File: config.mk
export PLATFORM = sky130hd
export DESIGN_NAME = nunchuk_responder_flat
export DESIGN_NICKNAME = d
export VERILOG_FILES = /design/src/rtl/nunchuk_responder_if.sv /design/src/rtl/nunchuk_responder.sv /design/src/flat_wrapper.sv
export SDC_FILE = /design/constraint.sdc
export NUM_CORES = 1
export LEC_CHECK = 0
export ABC_AREA = 0
export BUFFER_PORTS_ARGS = -buffer_cell sky130_fd_sc_hd__buf_4
export CORE_MARGIN = 1
export CORE_UTILIZATION = 45
export CTS_BUF_LIST = sky130_fd_sc_hd__clkbuf_8 sky130_fd_sc_hd__clkbuf_16
export DETAILED_ROUTE_END_ITERATION = 10
export GPL_TIMING_DRIVEN = 0
export PLACE_DENSITY = 0.62
export SYNTH_ARGS = -nofsm -noshare
export SYNTH_HDL_FRONTEND = slang
export SYNTH_SLANG_ARGS = --single-unit
File: constraint.sdc
create_clock -name i2c_clock -period 3.4 [get_ports i2c_clock]
set_input_delay 0.51 -clock i2c_clock [delete_from_list [all_inputs] [get_ports i2c_clock]]
set_output_delay 0.51 -clock i2c_clock [all_outputs]
set_load 0.05 [all_outputs]
File: src/rtl/nunchuk_responder_if.sv
// Bus-facing signal bundle of the Nunchuk I2C target: line levels, report input and status outputs.
// The slave modport is used by the responder; the master modport by whatever drives the bus.
interface nunchuk_responder_if #(
    parameter int REPORT_BYTES = 6
);
    logic                      scl_in;
    logic                      sda_in;
    logic                      sda_oe;
    logic [8*REPORT_BYTES-1:0] report_data;
    logic [1:0]                init_stage;
    logic                      busy;
    logic [7:0]                reg_ptr;
    logic                      wr_strobe;
    logic [7:0]                wr_data;

    modport slave (
        input  scl_in, sda_in, report_data,
        output sda_oe, init_stage, busy, reg_ptr, wr_strobe, wr_data
    );

    modport master (
        output scl_in, sda_in, report_data,
        input  sda_oe, init_stage, busy, reg_ptr, wr_strobe, wr_data
    );
endinterface

File: src/rtl/nunchuk_responder.sv
// I2C target emulating a Nunchuk: init handshake, pointer writes, 6-byte report reads from a snapshot.
// Latency: SYNC_STAGES+1 i2c_clock cycles from a bus edge to the reaction; sda_oe moves only after SCL falls.
// Backpressure: none; always ACKs its own address and writes, master NACK ends a read. NUNCHUK_INIT_GATE_EN: FF reads until init done.
module nunchuk_responder #(
    parameter logic [6:0] DEV_ADDR     = 7'h52,
    parameter int         REPORT_BYTES = 6,
    parameter int         SYNC_STAGES  = 2
) (
    input  logic                i2c_clock,
    input  logic                rst,
    nunchuk_responder_if.slave  bus
);
    typedef enum logic [2:0] {
        IDLE, ADDR, ADDR_ACK, WR_BYTE, WR_ACK, RD_BYTE, RD_ACK, IGNORE
    } state_t;

    state_t                    state_q, state_d;
    logic [SYNC_STAGES-1:0]    scl_sync_q, scl_sync_d;
    logic [SYNC_STAGES-1:0]    sda_sync_q, sda_sync_d;
    logic                      scl_prev_q, scl_prev_d;
    logic                      sda_prev_q, sda_prev_d;
    logic [7:0]                shift_q, shift_d;
    logic [3:0]                bit_cnt_q, bit_cnt_d;
    logic                      ack_drv_q, ack_drv_d;
    logic                      rd_q, rd_d;
    logic                      first_q, first_d;
    logic [8*REPORT_BYTES-1:0] snapshot_q, snapshot_d;
    logic [7:0]                reg_ptr_q, reg_ptr_d;
    logic [1:0]                init_stage_q, init_stage_d;
    logic                      sda_oe_q, sda_oe_d;
    logic                      busy_q, busy_d;
    logic                      wr_strobe_q, wr_strobe_d;
    logic [7:0]                wr_data_q, wr_data_d;

    logic       scl_s, sda_s;
    logic       scl_rise, scl_fall, start_det, stop_det;
    logic [7:0] rx_byte, tx_byte, ptr_inc;

    assign scl_s     = scl_sync_q[SYNC_STAGES-1];
    assign sda_s     = sda_sync_q[SYNC_STAGES-1];
    assign scl_rise  = scl_s & ~scl_prev_q;
    assign scl_fall  = ~scl_s & scl_prev_q;
    assign start_det = scl_s & scl_prev_q & sda_prev_q & ~sda_s;
    assign stop_det  = scl_s & scl_prev_q & ~sda_prev_q & sda_s;
    assign rx_byte   = {shift_q[6:0], sda_s};
    // Out-of-range pointers also fall back to 0 on the next read increment.
    assign ptr_inc   = (reg_ptr_q >= 8'(REPORT_BYTES - 1)) ? 8'd0 : reg_ptr_q + 8'd1;

    always_comb begin
        tx_byte = 8'hFF;
        for (int i = 0; i < REPORT_BYTES; i++) begin
            if (reg_ptr_q == 8'(i)) begin
                tx_byte = snapshot_q[8*(REPORT_BYTES-1-i) +: 8];
            end
        end
`ifdef NUNCHUK_INIT_GATE_EN
        if (init_stage_q != 2'd2) begin
            tx_byte = 8'hFF;
        end
`endif
    end

    always_comb begin
        scl_sync_d   = {scl_sync_q[SYNC_STAGES-2:0], bus.scl_in};
        sda_sync_d   = {sda_sync_q[SYNC_STAGES-2:0], bus.sda_in};
        scl_prev_d   = scl_s;
        sda_prev_d   = sda_s;
        state_d      = state_q;
        shift_d      = shift_q;
        bit_cnt_d    = bit_cnt_q;
        ack_drv_d    = ack_drv_q;
        rd_d         = rd_q;
        first_d      = first_q;
        snapshot_d   = snapshot_q;
        reg_ptr_d    = reg_ptr_q;
        init_stage_d = init_stage_q;
        sda_oe_d     = sda_oe_q;
        wr_strobe_d  = 1'b0;
        wr_data_d    = wr_data_q;

        if (start_det) begin
            state_d   = ADDR;
            bit_cnt_d = 4'd0;
            sda_oe_d  = 1'b0;
        end else if (stop_det) begin
            state_d   = IDLE;
            bit_cnt_d = 4'd0;
            sda_oe_d  = 1'b0;
        end else begin
            case (state_q)
                ADDR: begin
                    if (scl_rise) begin
                        shift_d   = rx_byte;
                        bit_cnt_d = bit_cnt_q + 4'd1;
                        if (bit_cnt_q == 4'd7) begin
                            bit_cnt_d = 4'd0;
                            if (rx_byte[7:1] == DEV_ADDR) begin
                                state_d   = ADDR_ACK;
                                ack_drv_d = 1'b0;
                                rd_d      = rx_byte[0];
                                if (rx_byte[0]) begin
                                    snapshot_d = bus.report_data;
                                end
                            end else begin
                                state_d = IGNORE;
                            end
                        end
                    end
                end
                // First SCL fall after the byte pulls SDA low; the next one ends the ACK slot.
                ADDR_ACK, WR_ACK: begin
                    if (scl_fall) begin
                        if (!ack_drv_q) begin
                            sda_oe_d  = 1'b1;
                            ack_drv_d = 1'b1;
                        end else begin
                            ack_drv_d = 1'b0;
                            bit_cnt_d = 4'd0;
                            if (state_q == ADDR_ACK && rd_q) begin
                                shift_d  = tx_byte;
                                sda_oe_d = ~tx_byte[7];
                                state_d  = RD_BYTE;
                            end else begin
                                sda_oe_d = 1'b0;
                                first_d  = (state_q == ADDR_ACK);
                                state_d  = WR_BYTE;
                            end
                        end
                    end
                end
                WR_BYTE: begin
                    if (scl_rise) begin
                        shift_d   = rx_byte;
                        bit_cnt_d = bit_cnt_q + 4'd1;
                        if (bit_cnt_q == 4'd7) begin
                            bit_cnt_d = 4'd0;
                            ack_drv_d = 1'b0;
                            state_d   = WR_ACK;
                            if (first_q) begin
                                reg_ptr_d = rx_byte;
                            end else begin
                                wr_strobe_d = 1'b1;
                                wr_data_d   = rx_byte;
                                reg_ptr_d   = reg_ptr_q + 8'd1;
                                if (reg_ptr_q == 8'hF0 && rx_byte == 8'h55 && init_stage_q == 2'd0) begin
                                    init_stage_d = 2'd1;
                                end else if (reg_ptr_q == 8'hFB && rx_byte == 8'h00 && init_stage_q != 2'd0) begin
                                    init_stage_d = 2'd2;
                                end
                            end
                        end
                    end
                end
                RD_BYTE: begin
                    if (scl_rise) begin
                        bit_cnt_d = bit_cnt_q + 4'd1;
                    end else if (scl_fall) begin
                        if (bit_cnt_q == 4'd8) begin
                            sda_oe_d  = 1'b0;
                            bit_cnt_d = 4'd0;
                            ack_drv_d = 1'b0;
                            state_d   = RD_ACK;
                        end else begin
                            shift_d  = {shift_q[6:0], 1'b0};
                            sda_oe_d = ~shift_q[6];
                        end
                    end
                end
                // ack_drv_q here records that the master ACKed and the next byte is due.
                RD_ACK: begin
                    if (scl_rise) begin
                        if (!sda_s) begin
                            reg_ptr_d = ptr_inc;
                            ack_drv_d = 1'b1;
                        end else begin
                            state_d = IGNORE;
                        end
                    end else if (scl_fall && ack_drv_q) begin
                        ack_drv_d = 1'b0;
                        bit_cnt_d = 4'd0;
                        shift_d   = tx_byte;
                        sda_oe_d  = ~tx_byte[7];
                        state_d   = RD_BYTE;
                    end
                end
                default: begin
                end
            endcase
        end

        busy_d = (state_d == ADDR_ACK) || (state_d == WR_BYTE) || (state_d == WR_ACK) ||
                 (state_d == RD_BYTE)  || (state_d == RD_ACK);
    end

    always_ff @(posedge i2c_clock or posedge rst) begin
        if (rst) begin
            state_q      <= IDLE;
            scl_sync_q   <= '1;
            sda_sync_q   <= '1;
            scl_prev_q   <= 1'b1;
            sda_prev_q   <= 1'b1;
            shift_q      <= 8'd0;
            bit_cnt_q    <= 4'd0;
            ack_drv_q    <= 1'b0;
            rd_q         <= 1'b0;
            first_q      <= 1'b0;
            snapshot_q   <= '0;
            reg_ptr_q    <= 8'd0;
            init_stage_q <= 2'd0;
            sda_oe_q     <= 1'b0;
            busy_q       <= 1'b0;
            wr_strobe_q  <= 1'b0;
            wr_data_q    <= 8'd0;
        end else begin
            state_q      <= state_d;
            scl_sync_q   <= scl_sync_d;
            sda_sync_q   <= sda_sync_d;
            scl_prev_q   <= scl_prev_d;
            sda_prev_q   <= sda_prev_d;
            shift_q      <= shift_d;
            bit_cnt_q    <= bit_cnt_d;
            ack_drv_q    <= ack_drv_d;
            rd_q         <= rd_d;
            first_q      <= first_d;
            snapshot_q   <= snapshot_d;
            reg_ptr_q    <= reg_ptr_d;
            init_stage_q <= init_stage_d;
            sda_oe_q     <= sda_oe_d;
            busy_q       <= busy_d;
            wr_strobe_q  <= wr_strobe_d;
            wr_data_q    <= wr_data_d;
        end
    end

    assign bus.sda_oe     = sda_oe_q;
    assign bus.init_stage = init_stage_q;
    assign bus.busy       = busy_q;
    assign bus.reg_ptr    = reg_ptr_q;
    assign bus.wr_strobe  = wr_strobe_q;
    assign bus.wr_data    = wr_data_q;
endmodule

File: src/flat_wrapper.sv
// flat-port wrapper written by rule: the top's interface ports become plain ports
module nunchuk_responder_flat 
#(
    parameter logic [6:0] DEV_ADDR     = 7'h52,
    parameter int         REPORT_BYTES = 6,
    parameter int         SYNC_STAGES  = 2
)
  (i2c_clock, rst, bus_scl_in, bus_sda_in, bus_report_data, bus_sda_oe, bus_init_stage, bus_busy, bus_reg_ptr, bus_wr_strobe, bus_wr_data);
  nunchuk_responder_if #(.REPORT_BYTES(REPORT_BYTES)) bus_i ();
  input  logic i2c_clock;
  input  logic rst;
  input wire logic [$bits(bus_i.scl_in)-1:0] bus_scl_in;
  input wire logic [$bits(bus_i.sda_in)-1:0] bus_sda_in;
  input wire logic [$bits(bus_i.report_data)-1:0] bus_report_data;
  output wire logic [$bits(bus_i.sda_oe)-1:0] bus_sda_oe;
  output wire logic [$bits(bus_i.init_stage)-1:0] bus_init_stage;
  output wire logic [$bits(bus_i.busy)-1:0] bus_busy;
  output wire logic [$bits(bus_i.reg_ptr)-1:0] bus_reg_ptr;
  output wire logic [$bits(bus_i.wr_strobe)-1:0] bus_wr_strobe;
  output wire logic [$bits(bus_i.wr_data)-1:0] bus_wr_data;
  assign bus_i.scl_in = bus_scl_in;
  assign bus_i.sda_in = bus_sda_in;
  assign bus_i.report_data = bus_report_data;
  assign bus_sda_oe = bus_i.sda_oe;
  assign bus_init_stage = bus_i.init_stage;
  assign bus_busy = bus_i.busy;
  assign bus_reg_ptr = bus_i.reg_ptr;
  assign bus_wr_strobe = bus_i.wr_strobe;
  assign bus_wr_data = bus_i.wr_data;
  nunchuk_responder #(.DEV_ADDR(DEV_ADDR), .REPORT_BYTES(REPORT_BYTES), .SYNC_STAGES(SYNC_STAGES)) u_core (.i2c_clock(i2c_clock), .rst(rst), .bus(bus_i));
endmodule
==> After elaboration in Yosys (flattened, before gate mapping) <==
Cells that the tools add are included.
{ "word_totals": {"regBits": 92, "inputBits": 52, "out_inout_bits": 21, "elab_cells": 204} }
{ "op_classes": {"add_sub_neg": 2, "magnitude_cmp": 1, "eq_ne": 50, "n_mux": 85, "n_bitwise": 17, "reduce_logical": 32} }
{ "ops": {"columns": ["operator", "n"], "rows": [
  ["2-to-1 mux 8 bit", 12],
  ["2-to-1 mux 7 bit", 9],
  ["2-to-1 mux 3 bit", 16],
  ["2-to-1 mux 4 bit", 11],
  ["2-to-1 mux 1 bit", 29],
  ["one-hot mux 7 bit (4 select lines)", 1],
  ["inequality test 2 x 1 -> 1 bit, second input constant", 13],
  ["AND reduction 6 bit", 4],
  ["AND reduction 7 bit", 3],
  ["inequality test 4 x 1 -> 1 bit, second input constant", 5],
  ["equality test 3 bit, second input constant", 6],
  ["equality test 8 x 2 -> 1 bit, second input constant", 2],
  ["equality test 8 x 3 -> 1 bit, second input constant", 2],
  ["equality test 8 bit, second input constant", 2],
  ["zero test 8 bit", 2],
  ["one-hot mux 4 bit (4 select lines)", 1],
  ["one-hot mux 8 bit (2 select lines)", 1],
  ["one-hot mux 3 bit (5 select lines)", 1],
  ["AND reduction 14 bit", 1],
  ["equality test 3 x 2 -> 1 bit, second input constant", 4],
  ["AND reduction 12 bit", 1],
  ["inequality test 5 x 1 -> 1 bit, second input constant", 2],
  ["NOT 1 bit", 10],
  ["nonzero test 5 bit", 2],
  ["25 further kinds", 47]
]} }

==> Longest topological paths before layout <==
Gate-level depths: netlist of the first run.
{ "depth": {"ltp_word": 14, "mapped_depth": 9, "depth_no_buf": 7} }

==> Worst setup path before layout of the first run <==
No wires, ideal clock.
{ "synth_timing": {"path_type": "register to register", "from": "register u_core.reg_ptr_q[1], in the netlist u_core.bus.reg_ptr[1]", "to": "register u_core.sda_oe_q, in the netlist u_core.bus.sda_oe", "setup_time_ns": 0.084, "arrival_time_ns": 2.278, "path_slack_ns": 1.038, "path_stages_with_launch": 10, "path_buffers": 2, "synth_period_minus_slack_ns": 2.362, "path_cell_list": "dfrtp_1 inv_1 ha_1 clkbuf_1 nand2b_1 buf_1 o221ai_1 o311ai_1 a2111o_1 a21boi_0"} }
{ "synth_via": {"elab_chain_cells": 14, "word_cells_on_any_way": 21, "classes_between": "eq/ne: 5; mux: 14; bitwise: 1; reduce/logical: 1"} }
{ "synth_rtl": {"columns": ["item", "line_no", "rtl"], "rows": [
  ["start: declaration", "nunchuk_responder.sv:28", "logic [7:0] reg_ptr_q, reg_ptr_d;"],
  ["start signal: assignment", "nunchuk_responder.sv:226", "reg_ptr_q <= reg_ptr_d;"],
  ["zero test 8 bit", "nunchuk_responder.sv:52", "if (reg_ptr_q == 8'(i)) begin"],
  ["2-to-1 mux 8 bit (5 in series)", "nunchuk_responder.sv:52", null],
  ["2-to-1 mux 8 bit (*)", "nunchuk_responder.sv:52", null],
  ["NOT 1 bit (*)", "nunchuk_responder.sv:121, nunchuk_responder.sv:182", null],
  ["2-to-1 mux 1 bit", "nunchuk_responder.sv:119", "if (state_q == ADDR_ACK && rd_q) begin"],
  ["2-to-1 mux 1 bit", "nunchuk_responder.sv:113", "if (!ack_drv_q) begin"],
  ["2-to-1 mux 1 bit", "nunchuk_responder.sv:112", "if (scl_fall) begin"],
  ["one-hot mux 1 bit (3 select lines) (*)", "nunchuk_responder.sv:90", "case (state_q)"],
  ["2-to-1 mux 1 bit (*)", "nunchuk_responder.sv:85", "end else if (stop_det) begin"],
  ["2-to-1 mux 1 bit (*)", "nunchuk_responder.sv:81", "if (start_det) begin"],
  ["end signal: assignment", "nunchuk_responder.sv:228", "sda_oe_q <= sda_oe_d;"],
  ["end: declaration", "nunchuk_responder.sv:30", "logic sda_oe_q, sda_oe_d;"]
]} }
Every way passes the cells marked *; elsewhere a longest branch is shown, timed or not. The select of a mux whose other input is x is not followed.
A chain may end at the register's enable or synchronous reset.

==> Worst setup path after layout of the first run <==
Ends and elaborated chain as after synthesis.

==> flow_summary_export.csv, run 1 <==
group,metric,value,unit
layout,final_cell_mix,"dfrtp_1, buf_4, mux2_2, nor2_1, o21ai_0",
placed_design,globalplace.congestion,0.885,
cts,numClockSinks,92,
routing,via_count,3943,
layout,nets,598,
synth,syn_area,0.00494,sq mm
worst_setup_path,reg2reg_depth,9,
synth,synth_edf_count,0,
routing,avgRoutedWirePerCell,18.5,microns
sta,setup_viol,0,
global_routing,grt_max_degree,65,
cts,root_buffer,"clkbuf_8",
synth,synth_fp_nets,514,
sta,hold_viol_final,0,
worst_setup_path,worst_setup_path_start_kind,"flop",
floorplan,rows,37,
routing,wl,12600,microns
sta,tightest_slew,0.587,ns
sta,finClkSkew,0.00912,ns
placed_design,port_buffers,72,
cts,tritoncts,"done",
power,powerDensity,679,mW/mm^2
cts,clkTransAtPathRegs,0.10,ns
cts,htreeDepth,3,
layout,final_cells,680,
run,max_cap_violations,0,
worst_setup_path,worstSetupEndpointType,"flop",
sta,period_needed,2.61,ns
worst_setup_path,crit_type,"reg2reg",
worst_setup_path,cp.required,3.70,ns
floorplan,die_w,107,microns
cts,cts.repair.resized,0,
floorplan,coreArea,0.0105,sq mm
outcome,status,"finished clean",
cts,holdBufCountCts,0,
cts,cts_buffer_depth,2,
routing,initialDrtViolationCount,197,
sta,clock.fmax,383,MHz
synth,synthArstFlopShare,1.00,
placed_design,dp_hpwl,9170,microns
routing,vias_per_cell,5.80,
hold_path,hp-class,"in2async",
synth,avgSynthCellArea,10.9,sq um
synth,ys.flop_type,"dfrtp_1",
cts,clk_latency,0.38,ns
layout,diodes,0,
sta,whs,0.114,ns
power,p_leak,0.00260,uW
layout,syn2layout_area_growth,18.7,%
routing,dr.pass1.iters,5,
floorplan,start_util,0.470,
layout,final_common_cell,"dfrtp_1",
cts,cts_buffers,9,
sta,finalMaxSlewViolations,0,
sta,period_share,0.767,
synth,yosysWarnings,0,
floorplan,die_h,107,microns
synth,yosysSeqAreaShare,0.467,
placed_design,dp.cells,664,
synth,synth.distinct_cells,69,
power,total_power,3980,uW
layout,finish.utilization,0.559,
power,vdd_ir_drop_max,0.323,mV
synth,syn_inst,455,
cts,postCtsSetupBuffers,0,
layout,stdcell_area,0.00587,sq mm
global_routing,track_usage,0.240,
worst_setup_path,crit_arrival,2.91,ns
global_routing,antenna_found_initial,0,
global_routing,grt_pass1_wl,21000,microns
worst_setup_path,critPathMaxFanout,10,
layout,fillers,901,
floorplan,pin_count,73,
global_routing,grt_pass1_vias,3929,
sta,rsz0062_at_grt,"no",
sta,slew_headroom,0.607,
placed_design,place_area,0.00568,sq mm
routing,antenna_left,0,
floorplan,fp.dieArea,0.0114,sq mm
layout,drive_gt1_frac,0.344,
synth,ys_ff_latch,92,
routing,drc,0,
global_routing,grt_overflow,0,
cell usage after synthesis (5+ instances only):
master    instances  area share
o21bai_1          5      0.0076
nand2_1          21       0.016
nor3b_1           9       0.014
a31oi_1           8       0.010
mux2_4            9       0.027
inv_1            16       0.012
mux2_2           56        0.13
nand3_1          12       0.012
nand2b_1          7      0.0089
buf_2            12       0.012
dfstp_2           6       0.032
dfrtp_1          86        0.44
ha_1              7       0.018
nor2_1           25       0.019
o21ai_0          22       0.022
nor3_1            9      0.0091
a22o_1           11       0.019
and3_1            6      0.0076
a21oi_1          15       0.015
o221ai_1          9       0.016
clkbuf_1         13      0.0099
nor2b_1          16       0.020
sequential cells by signal, summed over array words and instances, names as in the netlist, 2 cells and up:
register / count
u_core.snapshot_q: 48
u_core.bus.init_stage: 2
u_core.bit_cnt_q: 4
u_core.scl_sync_q: 2
u_core.bus.wr_data: 8
u_core.sda_sync_q: 2
u_core.shift_q: 7
u_core.state_q: 3
u_core.bus.reg_ptr: 8
power by group:
part           internal (uW)  switching, uW
Clock                    291            422
Sequential              1240            200
Combinational            740           1090
layout make-up:
class | count | area (sq um) | area share
flip-flops and latches | 92 | 2310 | 0.394
inverters | 16 | 62.6 | 0.0107
plain buffers | 29 | 146 | 0.0249
well taps | 136 | 170 | 0.0290
multi-input cells | 318 | 2430 | 0.414
clock inverters | 6 | 47.5 | 0.00810
clock buffers | 10 | 138 | 0.0234
repair buffers | 73 | 568 | 0.0968
kinds of logic (layout without fill, tap and decap cells):
kind of cell / Yosys count / after routing / share of synthesized area
AOI/OAI and AO/OA: 106 / 106 / 0.156
xor gates and xnor gates: 3 / 3 / 0.00532
adders and majority gates: 7 / 7 / 0.0177
buffers and inverters: 45 / 134 / 0.0418
DFF: 92 / 92 / 0.467
muxes: 68 / 68 / 0.161
and+or+nand+nor: 134 / 134 / 0.151
per-layer routing:
metal | GRT usage | part of all wire
met4 | 0.107 | 0.021
met3 | 0.0353 | 0.053
met5 | 0 | 0
met1 | 0.357 | 0.48
met2 | 0.345 | 0.44
path summary, 6_finish.rpt:
kind / start / endpoint / slack (ns)
max: u_core.bus.reg_ptr[1]$_DFFE_PP0P_ / u_core.bus.sda_oe$_DFFE_PP0P_ / 0.79
min: rst / u_core.snapshot_q[40]$_DFFE_PP0P_ / 0.11
max reg2reg: u_core.bus.reg_ptr[1]$_DFFE_PP0P_ / u_core.bus.sda_oe$_DFFE_PP0P_ / 0.79
min reg2reg: u_core.scl_sync_q[0]$_DFF_PP1_ / u_core.scl_sync_q[1]$_DFF_PP1_ / 0.36
max in group asynchronous: rst / u_core.sda_sync_q[0]$_DFF_PP1_ / 2.59
min in group i2c_clock: bus_sda_in / u_core.sda_sync_q[0]$_DFF_PP1_ / 0.23
through the flow:
stage	worst slack, ns	setup TNS (ns)
after floorplan	0.508	0
after global placement	-0.661	-55.98
after detailed placement	0.929	0
after CTS	0.888	0
after global routing	0.604	0
final	0.791	0
worst max-delay path, cell delays in order, from the launching register on:
cell	delay, ns
dfrtp_1	0.48
inv_1	0.12
ha_1	0.19
clkbuf_1	0.23
nand2b_1	0.21
buf_1	0.22
o221ai_1	0.30
o311ai_1	0.21
a2111o_1	0.41
a21boi_0	0.16
No activity file was read; power rests on OpenSTA's default activity.
==> run 2, diff against run 1 <==
--- a/config.mk
+++ b/config.mk
@@ -5,7 +5,7 @@
 export SDC_FILE = /design/constraint.sdc
 export NUM_CORES = 1
 export LEC_CHECK = 0
-export ABC_AREA = 0
+export ABC_AREA = 1
 export BUFFER_PORTS_ARGS = -buffer_cell sky130_fd_sc_hd__buf_4
 export CORE_MARGIN = 1
 export CORE_UTILIZATION = 45
==> constraint.sdc (replaced) <==
create_clock -name i2c_clock -period 2.5 [get_ports i2c_clock]
set_input_delay 0.375 -clock i2c_clock [delete_from_list [all_inputs] [get_ports i2c_clock]]
set_output_delay 0.375 -clock i2c_clock [all_outputs]
set_load 0.05 [all_outputs]
==> flow_summary_export.csv, run 2 <==
group,metric,value,unit
floorplan,die_h,108,microns
floorplan,rows,38,
worst_setup_path,worstSetupEndpointType,"flop",
synth,synthArstFlopShare,1.00,
floorplan,die_w,108,microns
sta,finClkSkew,0.0104,ns
floorplan,coreArea,0.0109,sq mm
sta,setup_tns,0,ns
floorplan,pin_count,73,
cts,cts_buffer_depth,2,
global_routing,grt_overflow,0,
routing,antenna_left,0,
global_routing,antenna_found_initial,0,
synth,yosysSeqAreaShare,0.459,
sta,hold_viol_final,0,
synth,synth_commonest_cells,"nand2_1, a21oi_1, dfrtp_1",
power,powerDensity,972,mW/mm^2
synth,synth_fp_nets,683,
cts,clkTransAtPathRegs,0.09,ns
worst_setup_path,worst_setup_path_start_kind,"flop",
cts,clk_latency,0.38,ns
layout,diodes,0,
global_routing,track_usage,0.244,
layout,nets,768,
floorplan,fp.dieArea,0.0116,sq mm
layout,final_common_cell,"nand2_1",
synth,syn_inst,624,
power,total_power,5810,uW
synth,synth_area_leaders,"dfrtp_1, a21oi_1, nand2_1, inv_1, mux2_4",
cts,cts_buffers,9,
placed_design,globalplace.congestion,0.876,
sta,period_needed,2.26,ns
sta,clock.fmax,443,MHz
synth,synth.most_common_cell,"nand2_1",
worst_setup_path,cp_cell_sequence,"ha_1, inv_1, nor3_2, buf_2, inv_1, o21ai_0, nor2_1, o21ai_0, a21oi_1",
worst_setup_path,cp.required,2.77,ns
cts,postCtsSetupBuffers,0,
sta,slew_headroom,0.612,
worst_setup_path,critPathMaxFanout,10,
routing,drc,0,
cts,numClockSinks,92,
synth,syn_area,0.00503,sq mm
routing,dr.pass1.iters,5,
sta,setup_viol,0,
cts,tritoncts,"done",
sta,period_share,0.903,
routing,via_count,4498,
synth,synth_edf_count,0,
power,p_leak,0.00306,uW
layout,fillers,1079,
floorplan,start_util,0.462,
run,max_cap_violations,0,
routing,avgRoutedWirePerCell,15.3,microns
placed_design,dp_hpwl,10100,microns
cts,cts.repair.resized,0,
synth,yosysWarnings,0,
outcome,status,"finished clean",
worst_setup_path,crit_type,"reg2reg",
sta,finalMaxSlewViolations,0,
routing,vias_per_cell,5.27,
cts,root_buffer,"clkbuf_8",
layout,syn2layout_area_growth,18.9,%
routing,wl,13100,microns
synth,yosysTopAreaCellShare,0.428,
worst_setup_path,slowest_delay,0.45,ns
global_routing,grt_pass1_wl,21600,microns
power,vdd_ir_drop_max,0.405,mV
layout,final_cell_mix,"nand2_1, a21oi_1, dfrtp_1, inv_1, nor2_1",
routing,initialDrtViolationCount,207,
layout,regMostFlops,"u_core.snapshot_q",
synth,ys.flop_type,"dfrtp_1",
global_routing,grt_max_degree,37,
worst_setup_path,cp_slowest_cell,"dfrtp_1",
layout,largest_reg_flops,48,
worst_setup_path,crit_arrival,2.52,ns
synth,ys_ff_latch,92,
synth,synth.distinct_cells,39,
sta,tightest_slew,0.581,ns
cts,holdBufCountCts,0,
sta,rsz0062_at_grt,"no",
hold_path,hp-class,"in2async",
synth,synth_top_area_cell,"dfrtp_1",
cts,htreeDepth,3,
synth,avgSynthCellArea,8.06,sq um
placed_design,port_buffers,72,
layout,drive_gt1_frac,0.210,
global_routing,grt_pass1_vias,4398,
-- run 2: cell count changes after synthesis, sizes merged, moves of 17 or more --
| cell | delta |
|---|---|
| nand2 | +91 |
| a21oi | +74 |
| inv | +71 |
| nor2 | +60 |
| mux2 | -46 |
| nand3 | +17 |
-- run 2: cells by family (layout without fill, tap and decap cells) --
family	after synthesis	count (layout)	synth area share
and+or+nand+nor	250	250	0.212
AOI/OAI and AO/OA	146	146	0.157
buffers and inverters	106	196	0.0895
DFF	92	92	0.459
muxes	20	20	0.0597
adders and majority gates	7	7	0.0174
xor gates and xnor gates	3	3	0.00522
-- run 2: final timing paths --
kind	endpoint	depth (start not counted)	from	slack, ns
min in group i2c_clock	u_core.sda_sync_q[0]$_DFF_PP1_	1	bus_sda_in	0.09
max in group asynchronous	u_core.snapshot_q[16]$_DFFE_PP0P_	4	rst	1.65
worst min-delay path	u_core.bus.reg_ptr[5]$_DFFE_PP0P_	2	rst	0.04
worst max register to register	u_core.shift_q[6]$_DFFE_PP0P_	9	u_core.bus.reg_ptr[1]$_DFFE_PP0P_	0.24
worst max-delay path	u_core.shift_q[6]$_DFFE_PP0P_	9	u_core.bus.reg_ptr[1]$_DFFE_PP0P_	0.24
worst min register to register	u_core.scl_sync_q[1]$_DFF_PP1_	0	u_core.scl_sync_q[0]$_DFF_PP1_	0.36
-- run 2: cell type report --
| cell class | instances | area, sq um | area share |
|---|---|---|---|
| Multi-Input combinational cell | 426 | 2270 | 0.380 |
| Clock buffer | 9 | 124 | 0.0207 |
| Buffer | 19 | 124 | 0.0207 |
| Clock inverter | 7 | 67.6 | 0.0113 |
| Timing Repair Buffer | 74 | 581 | 0.0971 |
| Tap cell | 140 | 175 | 0.0293 |
| Sequential cell | 92 | 2310 | 0.386 |
| Inverter | 87 | 330 | 0.0552 |
-- run 2: through the flow --
| stage | cells | hold WS, ns | area, sq um | setup slack [ns] | util |
|---|---|---|---|---|---|
| floorplan | 624 | 0.345 | 5030 | 0.444 | - |
| global route | 854 | 0.0803 | 5980 | 0.0426 | 0.549 |
| CTS | 854 | 0.0572 | 5980 | 0.271 | 0.549 |
| finish | 854 | 0.0441 | 5980 | 0.244 | 0.549 |
| detailed placement | 838 | 0.347 | 5790 | 0.301 | 0.532 |
| global placement | 836 | 0.346 | 5750 | 0.298 | 0.528 |
-- run 2: per-layer routing --
layer	global-route usage	vias up	share of wire
met5	0	-	0
met4	0.0959	0	0.019
met3	0.0278	15	0.034
met2	0.410	113	0.48
met1	0.321	2149	0.46
li1	-	2221	-
-- run 2: critical path, delay by kind of cell, from the launching register on --
family | cells | cell delay (ns)
AO/OA/AOI/OAI | 3 | 0.51
adder cells (fa/ha/maj) | 1 | 0.26
buffers and inverters | 3 | 0.51
flip-flops | 1 | 0.45
AND/OR/NAND/NOR | 2 | 0.42
-- run 2: power by group --
group          total, uW  internal [uW]  switching, uW  leakage (uW)
combinational       2800            911           1880       0.00185
clock               1020            459            564     0.0000968
sequential          2000           1720            272       0.00111
total               5810           3090           2720       0.00306
==> run 3, diff against run 2 <==
--- a/config.mk
+++ b/config.mk
@@ -8,11 +8,11 @@
 export ABC_AREA = 1
 export BUFFER_PORTS_ARGS = -buffer_cell sky130_fd_sc_hd__buf_4
 export CORE_MARGIN = 1
-export CORE_UTILIZATION = 45
+export CORE_UTILIZATION = 58
 export CTS_BUF_LIST = sky130_fd_sc_hd__clkbuf_8 sky130_fd_sc_hd__clkbuf_16
 export DETAILED_ROUTE_END_ITERATION = 10
 export GPL_TIMING_DRIVEN = 0
-export PLACE_DENSITY = 0.62
+export PLACE_DENSITY = 0.78
 export SYNTH_ARGS = -nofsm -noshare
 export SYNTH_HDL_FRONTEND = slang
 export SYNTH_SLANG_ARGS = --single-unit
==> flow_summary_export.csv, run 3 (synthesis results as in run 2) <==
group,metric,value,unit
cts,numClockSinks,92,
power,total_power,5750,uW
sta,tightest_slew,0.540,ns
global_routing,track_usage,0.302,
sta,slew_headroom,0.636,
floorplan,fp.dieArea,0.00905,sq mm
layout,final_cells,819,
cts,cts_buffers,9,
worst_setup_path,path_buf_inv,2,
floorplan,pin_count,73,
routing,drc,0,
sta,hold_viol_final,0,
power,clock_power_share,0.167,
worst_setup_path,reg2reg_depth,8,
layout,final_common_cell,"nand2_1",
routing,via_count,4603,
floorplan,die_w,95.1,microns
worst_setup_path,cp.required,2.74,ns
placed_design,globalplace.congestion,0.916,
cts,clkTransAtPathRegs,0.10,ns
cts,holdBufCountCts,0,
global_routing,use_met2,0.502,
sta,clock.fmax,435,MHz
cts,htreeDepth,3,
cts,postCtsSetupBuffers,0,
layout,fillers,686,
worst_setup_path,cp_common_cell,"nand2_1",
routing,wl,12500,microns
sta,timing.final.ws_setup,0.201,ns
cts,clk_latency,0.38,ns
floorplan,rows,33,
layout,final_cell_mix,"nand2_1, a21oi_1, dfrtp_1, inv_1, nor2_1",
sta,setup_viol,0,
sta,finClkSkew,0.0157,ns
worst_setup_path,crit_arrival,2.54,ns
routing,antenna_left,0,
sta,period_share,0.920,
layout,syn2layout_area_growth,17.9,%
layout,regMostFlops,"u_core.snapshot_q",
placed_design,port_buffers,72,
layout,nets,768,
routing,vias_per_cell,5.62,
worst_setup_path,slowest_delay,0.55,ns
global_routing,met1_usage,0.403,
routing,initialDrtViolationCount,227,
worst_setup_path,cp.depth,8,
floorplan,coreArea,0.00830,sq mm
sta,rsz0062_at_grt,"no",
power,p_leak,0.00305,uW
cts,cts_buffer_depth,2,
worst_setup_path,r2r-start,"u_core.scl_sync_q[1]$_DFF_PP1_",
worst_setup_path,worst_setup_path_start_kind,"flop",
power,combPwrFrac,0.487,
power,powerDensity,970,mW/mm^2
power,vdd_ir_drop_max,0.405,mV
routing,dr.pass1.iters,5,
routing,avgRoutedWirePerCell,15.3,microns
placed_design,dp_hpwl,9490,microns
global_routing,grt_pass1_vias,4344,
cts,cts.repair.resized,0,
sta,period_needed,2.30,ns
worst_setup_path,cp_slowest_cell,"dfstp_2",
sta,setup_tns,0,ns
floorplan,die_h,95.1,microns
global_routing,grt_use_met3,0.0566,
global_routing,top_usage_layer,"met2",
cts,tritoncts,"done",
run,max_cap_violations,0,
sta,whs,0.0292,ns
placed_design,pre_cts_ws,0.267,ns
worst_setup_path,worstSetupEndpointType,"flop",
power,power.internal,3010,uW
sta,finalMaxSlewViolations,0,
floorplan,start_util,0.606,
worst_setup_path,critPathTopFamily,"simple AND/OR/NAND/NOR gates",
power,swShare,0.477,
global_routing,antenna_found_initial,0,
worst_setup_path,regToRegSetupSlack,0.20,ns
global_routing,grt_max_degree,45,
layout,largest_reg_flops,48,
worst_setup_path,crit_type,"reg2reg",
placed_design,dp.cells,803,
worst_setup_path,critPathMaxFanout,10,
global_routing,grt_pass1_wl,20900,microns
worst_setup_path,r2r_end,"u_core.bus.wr_data[7]$_DFFE_PP0P_",
power,switchingPower,2740,uW
outcome,status,"finished clean",
layout,diodes,0,
layout,drive_gt1_frac,0.211,
power,power_frac_seq,0.347,
hold_path,hp-class,"in2async",
global_routing,grt_overflow,0,
cts,root_buffer,"clkbuf_8",
worst_setup_path,cp_cell_sequence,"inv_1, nor2_1, nand2_2, nor3_1, nand2_1, clkbuf_1, nand2_1, o21ai_0",
## run 3: routing by layer
metal	share of wire	wire length [microns]
met4	0.023	287
met2	0.49	6080
met3	0.064	804
met1	0.43	5370
met5	0	0
## run 3: area by class of cell
class | instances | area (sq um) | share of cell area
Sequential cell | 92 | 2310 | 0.390
Tap cell | 105 | 131 | 0.0222
Multi-Input combinational cell | 426 | 2270 | 0.383
Clock buffer | 9 | 124 | 0.0209
Inverter | 87 | 330 | 0.0557
Timing Repair Buffer | 74 | 581 | 0.0979
Buffer | 19 | 124 | 0.0209
Clock inverter | 7 | 58.8 | 0.00992
## run 3: how the worst max path moves through the flow
stage | endpoint | slack, ns | startpoint
floorplan | u_core.shift_q[6]$_DFFE_PP0P_ | 0.44 | u_core.bus.reg_ptr[1]$_DFFE_PP0P_
global placement | u_core.bus.init_stage[0]$_DFFE_PP0P_ | 0.30 | u_core.scl_sync_q[1]$_DFF_PP1_
detailed placement | u_core.shift_q[5]$_DFFE_PP0P_ | 0.27 | u_core.sda_sync_q[1]$_DFF_PP1_
CTS | u_core.shift_q[5]$_DFFE_PP0P_ | 0.24 | u_core.sda_sync_q[1]$_DFF_PP1_
global route | u_core.bus.wr_data[7]$_DFFE_PP0P_ | 0.003 | u_core.scl_sync_q[1]$_DFF_PP1_
finish | u_core.bus.wr_data[7]$_DFFE_PP0P_ | 0.20 | u_core.scl_sync_q[1]$_DFF_PP1_
## run 3: worst register-to-register path, cell delays in order, from the launching register on
cell and delay (ns):
dfstp_2 0.55, inv_1 0.06, nor2_1 0.42, nand2_2 0.18
nor3_1 0.32, nand2_1 0.20, clkbuf_1 0.25, nand2_1 0.11
o21ai_0 0.07
## run 3: through the flow
stage | utilization | instance area [sq um]
after floorplan | - | 5030
after global placement | 0.688 | 5710
after detailed placement | 0.692 | 5750
after CTS | 0.714 | 5930
after global routing | 0.714 | 5930
final | 0.714 | 5930
## run 3: power groups by stage
stage                     Combinational [uW]  Clock [uW]  Sequential, uW
after floorplan                         1830           0            2150
after global placement                  2690           0            2010
after detailed placement                2750           0            2020
after CTS                               2770         978            1990
after global routing                    3140        1050            2020
final                                   2800         959            1990
